===== config.mk =====
export PLATFORM = sky130hd
export DESIGN_NAME = dual_rail_rx
export DESIGN_NICKNAME = d
export VERILOG_FILES = /design/src/rtl/dual_rail_rx.sv
export SDC_FILE = /design/constraint.sdc
export NUM_CORES = 1
export LEC_CHECK = 0
export BUFFER_PORTS_ARGS = -buffer_cell sky130_fd_sc_hd__buf_2
export CORE_ASPECT_RATIO = 0.9
export CORE_MARGIN = 2
export CORE_UTILIZATION = 25
export DETAILED_ROUTE_END_ITERATION = 16
export GPL_TIMING_DRIVEN = 0
export PLACE_DENSITY = 0.39
export SETUP_SLACK_MARGIN = 0.3
export SLEW_MARGIN = 15
export SYNTH_ARGS = -nofsm -noshare
export SYNTH_HDL_FRONTEND = slang
export SYNTH_SLANG_ARGS = --single-unit

===== constraint.sdc =====
create_clock -name clk -period 1.9 [get_ports clk]
set_input_delay 0.19 -clock clk [delete_from_list [all_inputs] [get_ports clk]]
set_output_delay 0.19 -clock clk [all_outputs]
set_load 0.005 [all_outputs]

===== src/rtl/dual_rail_rx.sv =====
// Complementary-pair (p/q) link receiver: decodes bits, assembles LSB-first words, one-entry output buffer.
// Optional per-word even parity bit enabled by defining DUAL_RAIL_PARITY_EN.
module dual_rail_rx #(
   parameter int WIDTH = 8,
   parameter int CNT_W = 8
) (
   input  logic             clk,
   input  logic             rst,
   input  logic             p,
   input  logic             q,
   output logic [WIDTH-1:0] data_out,
   output logic             data_valid,
   input  logic             data_ready,
   output logic             err_illegal,
   output logic             overflow,
`ifdef DUAL_RAIL_PARITY_EN
   output logic             parity_err,
`endif
   output logic [CNT_W-1:0] err_count
);

`ifdef DUAL_RAIL_PARITY_EN
   localparam int FRAME = WIDTH + 1;
`else
   localparam int FRAME = WIDTH;
`endif
   localparam int BC_W  = $clog2(FRAME + 1);
   localparam int IDX_W = $clog2(WIDTH);

   function automatic logic [CNT_W-1:0] sat_inc(input logic [CNT_W-1:0] c);
      return (&c) ? c : c + CNT_W'(1);
   endfunction

   logic             r_sp_p1, r_sq_p1;
   logic [BC_W-1:0]  r_bit_cnt;
   logic [WIDTH-1:0] r_shift;
   logic [WIDTH-1:0] r_data;
   logic             r_valid;
   logic             r_err_illegal;
   logic             r_overflow;
   logic [CNT_W-1:0] r_err_count;

   logic             w_bit_vld, w_bit, w_illegal, w_last;
   logic             w_word_ok, w_par_bad, w_load, w_drop, w_err;
   logic [IDX_W-1:0] w_idx;
   logic [WIDTH-1:0] w_shift_nxt;

   // Stage 1: raw p/q capture
   always_ff @(posedge clk or posedge rst) begin
      if (rst) begin
         r_sp_p1 <= 1'b0;
         r_sq_p1 <= 1'b0;
      end else begin
         r_sp_p1 <= p;
         r_sq_p1 <= q;
      end
   end

   // Stage 2: decode {sp,sq}; 10 = one, 01 = zero, 00 = idle, 11 = illegal
   assign w_bit_vld = r_sp_p1 ^ r_sq_p1;
   assign w_bit     = r_sp_p1;
   assign w_illegal = r_sp_p1 & r_sq_p1;
   assign w_last    = w_bit_vld && (r_bit_cnt == BC_W'(FRAME - 1));
   assign w_idx     = r_bit_cnt[IDX_W-1:0];

   always_comb begin
      w_shift_nxt = r_shift;
      if (w_bit_vld && (r_bit_cnt < BC_W'(WIDTH)))
         w_shift_nxt[w_idx] = w_bit;
   end

`ifdef DUAL_RAIL_PARITY_EN
   // The final frame bit is even parity over the data bits already in r_shift
   assign w_word_ok = w_last && ((^r_shift) == w_bit);
   assign w_par_bad = w_last && ((^r_shift) != w_bit);
`else
   assign w_word_ok = w_last;
   assign w_par_bad = 1'b0;
`endif

   assign w_load = w_word_ok & (~r_valid | data_ready);
   assign w_drop = w_word_ok & r_valid & ~data_ready;
   assign w_err  = w_illegal | w_drop | w_par_bad;

   always_ff @(posedge clk or posedge rst) begin
      if (rst) begin
         r_bit_cnt <= '0;
         r_shift   <= '0;
      end else begin
         r_shift <= w_shift_nxt;
         if (w_bit_vld && !w_last)
            r_bit_cnt <= r_bit_cnt + BC_W'(1);
         else
            r_bit_cnt <= '0;
      end
   end

   // Stage 3: holding register and error reporting
   always_ff @(posedge clk or posedge rst) begin
      if (rst) begin
         r_data        <= '0;
         r_valid       <= 1'b0;
         r_err_illegal <= 1'b0;
         r_overflow    <= 1'b0;
         r_err_count   <= '0;
      end else begin
         if (w_load)
            r_data <= w_shift_nxt;
         r_valid       <= w_load | (r_valid & ~data_ready);
         r_err_illegal <= w_illegal;
         r_overflow    <= w_drop;
         if (w_err)
            r_err_count <= sat_inc(r_err_count);
      end
   end

`ifdef DUAL_RAIL_PARITY_EN
   logic r_parity_err;

   always_ff @(posedge clk or posedge rst) begin
      if (rst) r_parity_err <= 1'b0;
      else     r_parity_err <= w_par_bad;
   end

   assign parity_err = r_parity_err;
`endif

   assign data_out    = r_data;
   assign data_valid  = r_valid;
   assign err_illegal = r_err_illegal;
   assign overflow    = r_overflow;
   assign err_count   = r_err_count;

endmodule


==> flow_metrics.py, run 1 <==
metrics = {
    "synth": {
        "ys.flop_type": "dfrtp_1",
        "synth_commonest_cells": "33 x dfrtp_1, 12 x mux2_2, 7 x nor2_1, 7 x xor2_1",
        "synth_xor_area_share_pct": 4.23,
        "async_flop_share_pct": 100,
        "synth_top_area_share_pct": 56.9,
        "yosys-mux-area-fraction_pct": 15.5,
        "syn-instance-count": 107,
        "synthesis.nets": 115,
        "ys_top_cells_by_area": "dfrtp_1 57%, mux2_2 9.3%, mux2_4 6.2%",
        "synth_top_family_by_area": "simple AND/OR/NAND/NOR gates",
        "synth_seq_cells": 33,
        "synth_simple_gate_area_share_pct": 17.3,
        "yosysWarningCount": 0,
        "synth_adder_area_share_pct": 2.59,
        "synth_top_area_cell": "dfrtp_1",
        "synth_most_common_cell": "dfrtp_1",
        "synth_edf_count": 0,
        "avgSynthCellArea_um2": 13.6,
        "synth_area_mm2": 0.00145,
        "synthDistinctLibCells": 24,
        "ys_seq_area_share_pct": 56.9,
        "synth_compound_area_share_pct": 1.81,
    },
    "grt": {
        "grt_overflow": 0,
        "grt_first_pass_wirelength_mm": 4.80,
        "grt_max_degree": 34,
        "grt_pass1_vias": 948,
        "antenna_found_initial": 0,
        "track_usage_pct": 9.60,
    },
    "timing": {
        "min_period_ns": 1.90,
        "worstMarginPinSlew_ns": 0.711,
        "hold_ws_ns": 0.0160,
        "hold_viol_final": 0,
        "layout_setup_ws_ns": 0.00245,
        "finClkSkew_ns": 0.00504,
        "fmax_mhz": 527,
        "period_share_pct": 99.9,
        "setup_viol": 0,
        "rsz0062_at_grt": "yes",
        "setup_tns_ns": 0,
        "maxSlewViolCount": 0,
        "max_slew_margin_pct": 52.5,
    },
    "critical_path": {
        "r2r-end": "data_out[3]$_DFFE_PP0P_",
        "cp-endpoint": "data_out[3]$_DFFE_PP0P_",
        "cpLargestDelayFamily": "multiplexers",
        "crit_path_max_incr_delay_ns": 0.44,
        "required_ns": 2.07,
        "worstPathArrival_ns": 2.06,
        "worst-path-max-fanout": 6,
        "critPathBufInv": 0,
        "r2r-start": "r_sp_p1$_DFF_PP0_",
        "cp.depth": 5,
        "critical_path_class": "flop to flop",
        "crit_top_cell": "mux2_4",
        "worst_path_max_delay_cell": "dfrtp_2",
        "crit_start": "r_sp_p1$_DFF_PP0_",
        "crit_path_end_kind": "flop",
        "rrSetupSlack_ns": 0.002,
        "start_kind": "flop",
        "ff2ff_path_depth": 5,
        "path_cells": "ha_4, nand3b_1, nor3b_2, mux2_4, mux2_4",
    },
    "placed_design": {
        "routabilityCongestion": 0.718,
        "port_buffers": 23,
        "hpwl_mm": 1.82,
        "dp_cells": 200,
        "pre_cts_ws_ns": -0.0571,
    },
    "pwr": {
        "p_switching_w": 0.000598,
        "pwr-share-clk_pct": 27.5,
        "combPwrFrac_pct": 25.8,
        "cellLeakagePower_nw": 0.987,
        "seqPwrFrac_pct": 46.7,
        "switching_share_pct": 28.6,
        "power.internal_w": 0.00150,
        "power.density_mw_per_mm2": 1060,
        "ir_worst_vdd_mv": 0.253,
    },
    "drt": {
        "vias_per_cell": 4.33,
        "drt_pass1_iterations": 4,
        "dr_total_vias": 927,
        "ant_nets": 0,
        "post_drt_wl_per_cell_um": 13.1,
        "drc": 0,
        "drtIter0Drc": 28,
        "routed_wl_mm": 2.80,
    },
    "cells_and_area": {
        "layoutNonFillerInstCount": 214,
        "num-fill-cells": 568,
        "area_growth_pct": 36.3,
        "utilization_pct": 35.1,
        "n_antenna_cell": 0,
        "final_nets": 151,
        "drive_above_1_share_pct": 52.8,
    },
    "floorplanning": {
        "io_pins": 24,
        "die-area_mm2": 0.00643,
        "core_mm2": 0.00563,
        "start_util_pct": 25.8,
        "dieWidth_um": 84.3,
        "fp-row-count": 26,
        "chipHeight_um": 76.3,
    },
    "cts": {
        "clk_latency_ns": 0.28,
        "cts.sinks": 33,
        "cts_root_buffer": "clkbuf_8",
        "clk_pin_slew_ns": 0.07,
        "numCtsBuffers": 5,
        "cts-htree-levels": 2,
        "cts_tree": "done",
        "clock_path_buffers": 2,
    },
    "outcome": {
        "run_status": "completed",
    },
    "worst_hold_path": {
        "hp-class": "input pin to asynchronous set/reset pin",
    },
    "run": {
        "maxCapViolations": 0,
    },
}
==> metal layers <==
layer	track usage (%)	share of wire [%]	up-vias
li1	-	-	444
met1	13.5	50	461
met2	13.2	44	18
met3	3.36	4.1	4
met4	4.35	1.7	0
met5	0	0	-
==> worst min-delay path by stage <==
| stage | startpoint | endpoint | slack, ns | depth (start not counted) |
|---|---|---|---|---|
| 6_report | rst | r_sp_p1$_DFF_PP0_ | 0.02 | 2 |
| 5_1_grt | q | r_sq_p1$_DFF_PP0_ | 0.002 | 1 |
| 4_1_cts | q | r_sq_p1$_DFF_PP0_ | 0.01 | 1 |
| 3_5_place_dp | p | r_sp_p1$_DFF_PP0_ | 0.30 | 1 |
| 3_3_place_gp | p | r_sp_p1$_DFF_PP0_ | 0.30 | 1 |
| 2_1_floorplan | q | r_sq_p1$_DFF_PP0_ | 0.22 | 0 |
==> registers in the layout, indices dropped and copies added (netlist names) <==
| signal | cells |
|---|---|
| err_illegal | 1 |
| err_count | 8 |
| data_out | 8 |
| r_shift | 8 |
| overflow | 1 |
| r_sp_p1 | 1 |
| r_sq_p1 | 1 |
| r_bit_cnt | 4 |
| data_valid | 1 |
==> power by group through the flow <==
stage	clock [W]	sequential, W	combinational, W
6_report	0.000576	0.000977	0.000541
4_1_cts	0.000599	0.000980	0.000527
3_3_place_gp	0	0.000983	0.000440
5_1_grt	0.000636	0.00100	0.000598
2_1_floorplan	0	0.000975	0.000305
3_5_place_dp	0	0.000986	0.000452
==> cell families after synthesis <==
group,count (synthesis)
AND/OR/NAND/NOR,38
XOR/XNOR,7
multiplexers,18
AO/OA/AOI/OAI,3
flip-flops,33
adder cells (fa/ha/maj),3
buffers and inverters,5
==> final cells by class <==
type | instances | area, µm² | area share, %
Inverter | 2 | 7.51 | 0.380
Tap cell | 70 | 87.6 | 4.43
Buffer | 3 | 17.5 | 0.886
Multi-Input combinational cell | 69 | 747 | 37.8
Timing Repair Buffer | 29 | 188 | 9.49
Clock buffer | 7 | 96.3 | 4.87
Sequential cell | 33 | 828 | 41.9
Clock inverter | 1 | 5.00 | 0.253
==> metrics by stage <==
stage               instance area [µm²]  power, W
finish                             1980   0.00209
global route                       1980   0.00224
CTS                                1950   0.00211
detailed placement                 1690   0.00144
global placement                   1690   0.00142
floorplan                          1490   0.00128
==> what timing repair did <==
item	in CTS	in global routing
endpoints found under the setup margin	22	24
pin swaps	13	6
hold buffers	1	0
gates resized for setup	19	5
endpoints found under the hold margin	1	0
buffers inserted	4	1
==> layout by cell type (no fill, tap or decap) <==
cell type	netlist	routed
ha_1	3	1
nor2_4	0	1
clkinv_2	0	1
nor2_2	0	1
nor3b_4	1	1
o21ba_4	1	1
clkbuf_8	0	7
and2_1	1	1
nor4b_4	0	2
ha_2	0	1
nand3b_1	3	3
mux2_2	12	1
xor2_1	7	7
buf_4	0	4
dfrtp_2	0	2
nor2_1	7	5
mux2_4	6	17
inv_2	0	1
nor4_4	0	2
nor3_2	0	1
nand3_1	4	4
buf_2	3	25
a21oi_1	1	1
nand4_1	1	1
nor2b_1	2	2
nand2b_1	2	2
nand4b_4	1	1
o21ai_0	1	1
nand2_1	6	6
nor3b_2	0	3
buf_12	0	2
dlygate4sd3_1	0	1
dfrtp_1	33	31
nor3_1	3	1
nor3_4	0	1
ha_4	0	1
inv_1	2	1
==> worst register-to-register path, cell delays in order (launching register included) <==
cell and delay, ns:
dfrtp_2 0.44, ha_4 0.30, nand3b_1 0.19, nor3b_2 0.27
mux2_4 0.33, mux2_4 0.26
(Power assumes the default switching activity.)
==> run 2, diff against run 1 <==
--- a/config.mk
+++ b/config.mk
@@ -8,10 +8,10 @@
 export BUFFER_PORTS_ARGS = -buffer_cell sky130_fd_sc_hd__buf_2
 export CORE_ASPECT_RATIO = 0.9
 export CORE_MARGIN = 2
-export CORE_UTILIZATION = 25
+export CORE_UTILIZATION = 49
 export DETAILED_ROUTE_END_ITERATION = 16
 export GPL_TIMING_DRIVEN = 0
-export PLACE_DENSITY = 0.39
+export PLACE_DENSITY = 0.7
 export SETUP_SLACK_MARGIN = 0.3
 export SLEW_MARGIN = 15
 export SYNTH_ARGS = -nofsm -noshare
==> flow_metrics.py, run 2 (synthesis results as in run 1) <==
metrics = {
    "run": {
        "maxCapViolations": 0,
    },
    "critical_path": {
        "worstPathArrival_ns": 2.13,
        "crit_path_end_kind": "flop",
        "rrSetupSlack_ns": -0.005,
        "critical_path_class": "flop to flop",
        "start_kind": "flop",
        "required_ns": 2.13,
        "worst-path-max-fanout": 6,
    },
    "timing": {
        "fmax_mhz": 525,
        "finClkSkew_ns": 0.00811,
        "rsz0062_at_grt": "yes",
        "period_share_pct": 100,
        "hold_viol_final": 0,
        "setup_viol": 1,
        "max_slew_margin_pct": 54.8,
        "maxSlewViolCount": 0,
        "layout_setup_ws_ns": -0.00456,
        "worstMarginPinSlew_ns": 0.678,
        "min_period_ns": 1.90,
        "hold_ws_ns": 0.184,
    },
    "cells_and_area": {
        "seqCellArea_um2": 827,
        "layout_commonest_cell": "dfrtp_1",
        "area_growth_pct": 31.8,
        "final_nets": 154,
        "drive_above_1_share_pct": 51.0,
        "layout_common_cells": "32 x dfrtp_1, 26 x buf_2, 14 x mux2_4, 6 x nand2_1, 6 x xor2_1",
        "num-fill-cells": 210,
        "layoutNonFillerInstCount": 187,
        "fin_area_mm2": 0.00191,
        "multi_input_area_um2": 748,
        "n_antenna_cell": 0,
    },
    "placed_design": {
        "hpwl_mm": 1.60,
        "dp_cells": 170,
        "place_area_mm2": 0.00165,
        "port_buffers": 23,
        "routabilityCongestion": 0.815,
        "pre_cts_ws_ns": -0.0368,
    },
    "floorplanning": {
        "dieWidth_um": 61.3,
        "start_util_pct": 51.9,
        "core_mm2": 0.00279,
        "die-area_mm2": 0.00341,
        "fp-row-count": 18,
        "io_pins": 24,
        "chipHeight_um": 55.6,
    },
    "drt": {
        "drc": 0,
        "ant_nets": 0,
        "dr_total_vias": 910,
        "routed_wl_mm": 2.59,
        "post_drt_wl_per_cell_um": 13.9,
        "drt_pass1_iterations": 2,
        "drtIter0Drc": 21,
        "vias_per_cell": 4.87,
    },
    "outcome": {
        "violations": "setup timing",
        "run_status": "finished, violations left",
    },
    "grt": {
        "grt_overflow": 0,
        "grt_max_degree": 34,
        "track_usage_pct": 17.2,
        "grt_first_pass_wirelength_mm": 4.23,
        "antenna_found_initial": 0,
        "grt_pass1_vias": 914,
    },
    "cts": {
        "cts.sinks": 33,
        "clk_pin_slew_ns": 0.10,
        "clock_path_buffers": 2,
        "cts_root_buffer": "clkbuf_4",
        "cts-htree-levels": 2,
        "numCtsBuffers": 5,
        "clk_latency_ns": 0.34,
        "cts_tree": "done",
    },
    "pwr": {
        "cellLeakagePower_nw": 0.974,
        "power.density_mw_per_mm2": 1010,
        "ir_worst_vdd_mv": 0.578,
    },
    "worst_hold_path": {
        "hp-class": "input pin to flop",
    },
}
==> run 2: cell types whose count changed in the layout (fill, tap and decap cells not counted), sizes merged <==
cell	delta
buf	+1
clkbuf	+1
clkinv	-1
dlygate4sd3	+2
==> run 2: layer usage <==
layer	vias up	track usage, %	part of all wire [%]
met2	17	23.1	45
li1	450	-	-
met1	439	24.3	49
met3	4	6.28	4.0
met4	0	8.21	1.4
met5	-	0	0
==> run 2: per-stage QoR <==
stage,utilization [%],TNS (ns),power (W)
finish,68.5,-0.00456,0.00193
detailed placement,59.1,-0.0550,0.00143
floorplan,-,0,0.00128
global route,68.5,-0.231,0.00204
CTS,66.5,0,0.00189
global placement,59.1,-0.0225,0.00141
==> run 2: path summary, 6_finish.rpt <==
check	startpoint	end	cells past startpoint
min in group asynchronous	rst	err_count[1]$_DFFE_PP0P_	3
worst min-delay path	data_ready	data_valid$_DFF_PP0_	3
worst min register to register	r_shift[2]$_DFF_PP0_	r_shift[2]$_DFF_PP0_	1
worst max register to register	r_sp_p1$_DFF_PP0_	data_out[3]$_DFFE_PP0P_	5
worst max-delay path	r_sp_p1$_DFF_PP0_	data_out[3]$_DFFE_PP0P_	5
max in group asynchronous	rst	r_sp_p1$_DFF_PP0_	3
==> run 2: what timing repair did <==
item,in CTS,in global routing
buffers inserted,5,1
setup endpoints to repair,22,23
pin swaps,10,6
hold endpoints to repair,35,0
resized for setup,14,11
hold buffers,3,0
==> run 2: layout make-up <==
class | count | share of cell area, %
Buffer | 3 | 0.785
Clock buffer | 8 | 3.08
Inverter | 2 | 0.393
Multi-Input combinational cell | 69 | 39.1
Sequential cell | 33 | 43.3
Tap cell | 40 | 2.62
Timing Repair Buffer | 32 | 10.7
==> run 2: power breakdown <==
group | internal [W] | total (W) | switching (W)
logic | 0.000304 | 0.000538 | 0.000235
clock network | 0.000182 | 0.000406 | 0.000223
registers | 0.000860 | 0.000984 | 0.000123
==> run 2: critical path: stages, from the launching register on <==
cell      delay (ns)
dfrtp_2         0.45
ha_4            0.31
nand3b_1        0.19
nor3b_2         0.26
mux2_4          0.33
mux2_4          0.26
